<file path="config.mk">
export PLATFORM = sky130hd
export DESIGN_NAME = ct_decrypt_seq
export DESIGN_NICKNAME = d
export VERILOG_FILES = /design/src/rtl/ct_decrypt_seq_pkg.sv /design/src/rtl/ct_decrypt_seq_slot_decrypt.sv /design/src/rtl/ct_decrypt_seq.sv
export SDC_FILE = /design/constraint.sdc
export NUM_CORES = 2
export LEC_CHECK = 0
export BUFFER_PORTS_ARGS = -buffer_cell sky130_fd_sc_hd__buf_2
export CAP_MARGIN = 20
export CORE_MARGIN = 2
export CORE_UTILIZATION = 60
export CTS_BUF_LIST = sky130_fd_sc_hd__clkbuf_4
export CTS_CLUSTER_DIAMETER = 60
export CTS_CLUSTER_SIZE = 8
export DETAILED_ROUTE_END_ITERATION = 16
export GPL_TIMING_DRIVEN = 0
export PLACE_DENSITY = 0.81
export SYNTH_ARGS = -nofsm -noshare
export SYNTH_HDL_FRONTEND = slang
export SYNTH_SLANG_ARGS = --single-unit
export TNS_END_PERCENT = 100
</file>
<file path="constraint.sdc">
create_clock -name clock -period 92.4 [get_ports clock]
set_input_delay 13.86 -clock clock [delete_from_list [all_inputs] [get_ports clock]]
set_output_delay 13.86 -clock clock [all_outputs]
set_load 0.05 [all_outputs]
</file>
<file path="src/rtl/ct_decrypt_seq_pkg.sv">
`default_nettype none
// ----------------------------------------------------------------------
// ct_decrypt_seq_pkg : shared sizes, moduli and types for the decryptor
// rev 1.0
// ----------------------------------------------------------------------
package ct_decrypt_seq_pkg;

  localparam int N_SLOTS_L = 8;
  localparam int W_BITS    = 16;
  localparam int Q_MOD     = 7710;
  localparam int T_MOD     = 257;
  localparam int DELTA     = 30;
  localparam int IDX_W     = $clog2(N_SLOTS_L);

  typedef logic [N_SLOTS_L-1:0][W_BITS-1:0] vec_t;

  typedef struct packed {
    vec_t a;
    vec_t b;
  } CT_t;

  typedef vec_t PT_t;

  typedef enum logic [1:0] {
    ST_IDLE = 2'd0,
    ST_CALC = 2'd1,
    ST_DONE = 2'd2
  } state_e;

endpackage
`default_nettype wire

</file>
<file path="src/rtl/ct_decrypt_seq_slot_decrypt.sv">
`default_nettype none
// ----------------------------------------------------------------------
// slot_decrypt : combinational single-slot decode m = round(((B-A*s) mod Q)/DELTA) mod T
// rev 1.0
// ----------------------------------------------------------------------
module slot_decrypt
  import ct_decrypt_seq_pkg::*;
(
  input  logic [W_BITS-1:0] a_i,
  input  logic [W_BITS-1:0] b_i,
  input  logic [W_BITS-1:0] s_i,
  output logic [W_BITS-1:0] m_o
);

  localparam int DW = 2 * W_BITS;
  localparam logic [DW-1:0] Q_W    = DW'(Q_MOD);
  localparam logic [DW-1:0] T_W    = DW'(T_MOD);
  localparam logic [DW-1:0] DLT_W  = DW'(DELTA);
  localparam logic [DW-1:0] HALF_W = DW'(DELTA / 2);

  logic [DW-1:0] w_prod;
  logic [DW-1:0] w_p;
  logic [DW-1:0] w_b;
  logic [DW-1:0] w_diff;
  logic [DW-1:0] w_d;
  logic [DW-1:0] w_round;

  always_comb begin
    w_prod  = {{W_BITS{1'b0}}, a_i} * {{W_BITS{1'b0}}, s_i};
    w_p     = w_prod % Q_W;
    w_b     = {{W_BITS{1'b0}}, b_i} % Q_W;
    // Adding Q before subtracting keeps the difference non-negative.
    w_diff  = w_b + Q_W - w_p;
    w_d     = (w_diff >= Q_W) ? (w_diff - Q_W) : w_diff;
    w_round = (w_d + HALF_W) / DLT_W;
    // Only the top DELTA/2 residues reach T, so one conditional subtract suffices.
    m_o     = W_BITS'((w_round >= T_W) ? (w_round - T_W) : w_round);
  end

endmodule
`default_nettype wire

</file>
<file path="src/rtl/ct_decrypt_seq.sv">
`default_nettype none
// ----------------------------------------------------------------------
// ct_decrypt_seq : slot-serial ciphertext decryptor with valid/ready in and out
// rev 1.0
// ----------------------------------------------------------------------
module ct_decrypt_seq
  import ct_decrypt_seq_pkg::*;
(
  input  logic clock,
  input  logic reset,
  input  logic in_valid,
  output logic in_ready,
  input  CT_t  in_ct,
  input  vec_t in_sk,
  output logic out_valid,
  input  logic out_ready,
  output PT_t  out_pt
);

  localparam logic [IDX_W-1:0] LAST_IDX = IDX_W'(N_SLOTS_L - 1);

  state_e            state_q, state_d;
  logic [IDX_W-1:0]  idx_q, idx_d;
  vec_t              a_q, a_d;
  vec_t              b_q, b_d;
  vec_t              s_q, s_d;
  PT_t               pt_q, pt_d;
  logic [W_BITS-1:0] w_m;

  slot_decrypt u_slot (
    .a_i (a_q[idx_q]),
    .b_i (b_q[idx_q]),
    .s_i (s_q[idx_q]),
    .m_o (w_m)
  );

  always_comb begin
    state_d   = state_q;
    idx_d     = idx_q;
    a_d       = a_q;
    b_d       = b_q;
    s_d       = s_q;
    pt_d      = pt_q;
    in_ready  = 1'b0;
    out_valid = 1'b0;
    case (state_q)
      ST_IDLE: begin
        in_ready = 1'b1;
        if (in_valid) begin
          a_d     = in_ct.a;
          b_d     = in_ct.b;
          s_d     = in_sk;
          idx_d   = '0;
          state_d = ST_CALC;
        end
      end
      ST_CALC: begin
        pt_d[idx_q] = w_m;
        if (idx_q == LAST_IDX) begin
          state_d = ST_DONE;
        end else begin
          idx_d = idx_q + IDX_W'(1);
        end
      end
      ST_DONE: begin
        out_valid = 1'b1;
        if (out_ready) begin
          state_d = ST_IDLE;
        end
      end
      default: state_d = ST_IDLE;
    endcase
  end

  always_ff @(posedge clock) begin
    if (reset) begin
      state_q <= ST_IDLE;
      idx_q   <= '0;
      a_q     <= '0;
      b_q     <= '0;
      s_q     <= '0;
      pt_q    <= '0;
    end else begin
      state_q <= state_d;
      idx_q   <= idx_d;
      a_q     <= a_d;
      b_q     <= b_d;
      s_q     <= s_d;
      pt_q    <= pt_d;
    end
  end

  assign out_pt = pt_q;

endmodule
`default_nettype wire

</file>
==> impl_results.md <==
- Post-Place Worst Slack: 31.94 ns
- Minimum clock period: 61.70 ns
- TritonCTS Buffers: 75
- Vias per cell: 6.470
- Antenna violations before repair: 27
- Area leader, netlist: dfxtp_1
- CP Capture Type: register
- CP Max Fanout: 10
- Worst R2R Start: idx_q[0]$_SDFFE_PP0P_
- Hold crit path type: register to register
- Post-synth EDFFs: 0
- Layout cells sized above 1: 14.06%
- Vias in the first global route: 48153
- Worst Tran Pin Value: 1.279 ns
- Count of TritonRoute iterations in the first routing pass: 9
- GRT overflow: 0
- Die X: 288.1 um
- Critical Path Start: idx_q[0]$_SDFFE_PP0P_
- Final ANT Viol Nets: 0
- DP Wirelength: 135.8 mm
- DR WL/cell: 21.14 um
- Hold Fails Final Rpt: 0
- Global-route wire length before repair: 260.8 mm
- PortBufs: 516
- Commonest non-fill, non-tap cell in the layout: nand2_1
- P&R area growth vs syn: 9.914%
- CTS HTree Levels: 3
- Run status: completed
- Most frequent cells in the layout: 1331 x nand2_1, 704 x a21oi_1, 546 x buf_2, 517 x dfxtp_1, 433 x nor2_1
- Final slew viol count: 0
- WP buf/inv: 25
- Clk slew on worst S/H paths: 0.09 ns
- Top FF cell, synth: dfxtp_1
- Fin crit share: 66.77%
- Synth Cell Area: 0.04843 mm^2
- Cell mode on critical path: a21oi_1
- Final WS setup: 30.70 ns
- Max_cap viols: 0
- Yosys reg bits: 517
- Worst Path Arrival: 62.49 ns
- GPL Wtd Cong: 1.025
- Row count: 104
- Top cell type's share of synthesized area: 21.37%
- Chip Height: 288.1 um
- Total GRT Usage: 39.34%
- CTS max path bufs: 3
- DR DRC count: 0
- Post-synth ARST share: 0%
- Crit Path Category: register to register
- Final Setup Violations: 0
- Clock Latency Late Sink: 0.87 ns
- Cell chosen for the clock root: clkbuf_4
- Postcts setup bufs: 0
- Req. time, crit path: 93.19 ns
- Post-CTS Hold Fix Bufs: 0
- Post-CTS Resized: 0
- CP max stage delay: 0.87 ns
- Largest net degree at the start of global routing: 13
- Skew final: 0.1269 ns
- Vias: 51900
- Boundary Pins: 518
- Setup TNS: 0 ns
- Final WL: 169.5 mm
- Relative slew slack: 14.09%
- Hold Startpoint: s_q[49]$_SDFFE_PP0P_
- Sequential area share after synthesis: 21.37%
- Synthesized netlist cell count: 6318
- Synth cell types: 147
- F_max: 0.01621 GHz
- Starting Density: 60.42%
- Worst-path cell with the longest stage delay: mux2i_1
- Setup crit start kind: register
- Die area: 0.08300 mm^2
- Syn_area_per_cell: 7.665 um^2
- CP Depth: 197
- CTS tree: done
- # clock sinks: 517
- Core box area: 0.08016 mm^2
- DRT iter0 DRCs: 5683
- Nets@finish: 7692
- Area contributors post-synth: dfxtp_1 21%, nand2_1 10%, fa_1 8.1%
- YS warnings: 0
- RSZ-0062 raised after global routing: false
- Crit path max-delay family: compound AO/OA/AOI/OAI gates
- Hold depth: 2
- Final Util: 66.41%
- Reg2reg path depth: 197
## kinds of logic (layout without fill, tap and decap cells)
family	count (synthesis)	in the layout	synth area share (%)
multiplexers	223	223	7.301
XOR/XNOR	291	291	5.325
other	2	30	0.01551
flip-flops	517	517	21.37
adder cells (fa/ha/maj)	381	381	12.82
AND/OR/NAND/NOR	2523	2523	23.60
AO/OA/AOI/OAI	1720	1720	24.29
buffers and inverters	661	1277	5.281
## registers in the layout, summed over array words and instances (netlist names)
register,count
out_pt,128
s_q,128
state_q,2
b_q,128
a_q,128
idx_q,3
## per-stage QoR
stage               cell area, um^2  std cells  hold slack (ns)
finish                        53230       8022           0.4546
global route                  53230       8021           0.4676
CTS                           53100       7994           0.4552
detailed placement            52430       7908           0.4431
global placement              52370       7902           0.4382
floorplan                     48460       6326           0.4331
## cell type report
type	count	area, um^2
Timing Repair Buffer	530	2715
Fill cell	7139	26930
Clock buffer	77	578.1
Antenna cell	20	50.05
Tap cell	1060	1326
Buffer	318	1270
Multi-Input combinational cell	5148	35560
Clock inverter	9	88.84
Inverter	343	1287
Sequential cell	517	10350
## synthesized netlist by cell type, types with 14 or more instances
| master | instances |
|---|---|
| nand2_1 | 1331 |
| a21oi_1 | 704 |
| dfxtp_1 | 517 |
| nor2_1 | 433 |
| inv_1 | 341 |
| clkbuf_1 | 261 |
| xnor2_1 | 210 |
| fa_1 | 195 |
| ha_1 | 176 |
| nand3_1 | 149 |
| o21ai_0 | 133 |
| nor3_1 | 104 |
| mux4_2 | 96 |
| xor2_1 | 77 |
| mux2i_1 | 74 |
| and2_1 | 73 |
| a31oi_1 | 62 |
| a211oi_1 | 60 |
| nand4_1 | 60 |
| o211ai_1 | 60 |
| o21ai_1 | 60 |
| nand2b_1 | 52 |
| and3_1 | 46 |
| mux2_2 | 46 |
| o21bai_1 | 46 |
| nor2b_1 | 42 |
| o31ai_1 | 39 |
| a21o_1 | 38 |
| or3_1 | 37 |
| o21a_1 | 36 |
| nor4_1 | 32 |
| o2111ai_1 | 31 |
| buf_2 | 29 |
| a211o_1 | 27 |
| or2_2 | 27 |
| o211a_1 | 25 |
| a311oi_1 | 23 |
| o22ai_1 | 20 |
| or4_1 | 17 |
| a2111oi_0 | 16 |
| a22oi_1 | 16 |
| buf_1 | 16 |
| nor3b_1 | 14 |
| o31a_1 | 14 |
| or2_1 | 14 |
## worst reg2reg max path, delay by kind of cell (launching register included)
kind,cells,cell delay [ns]
xor+xnor,7,2.64
buf+inv,25,8.01
mux,12,5.45
simple gates,50,14.32
compound gates,92,26.46
fa+ha+maj,11,4.46
flops,1,0.35
## per-layer routing
| metal | GRT usage (%) | share of wire, % | up-vias |
|---|---|---|---|
| met5 | 0 | 0.044 | - |
| li1 | - | - | 23745 |
| met3 | 7.512 | 10 | 639 |
| met4 | 23.51 | 6.7 | 12 |
| met1 | 50.60 | 38 | 24453 |
| met2 | 61.54 | 44 | 3051 |
## path summary, 6_finish.rpt
check                                               end  slack [ns]
worst min-delay path               s_q[49]$_SDFFE_PP0P_        0.45
worst max-delay path            out_pt[49]$_SDFFE_PP0P_       30.70
worst min register to register     s_q[49]$_SDFFE_PP0P_        0.45
worst max register to register  out_pt[49]$_SDFFE_PP0P_       30.70
Power is left out: the tool's default activity adds up to more than one toggle a clock period on the data nets, which glitch-free logic cannot reach.
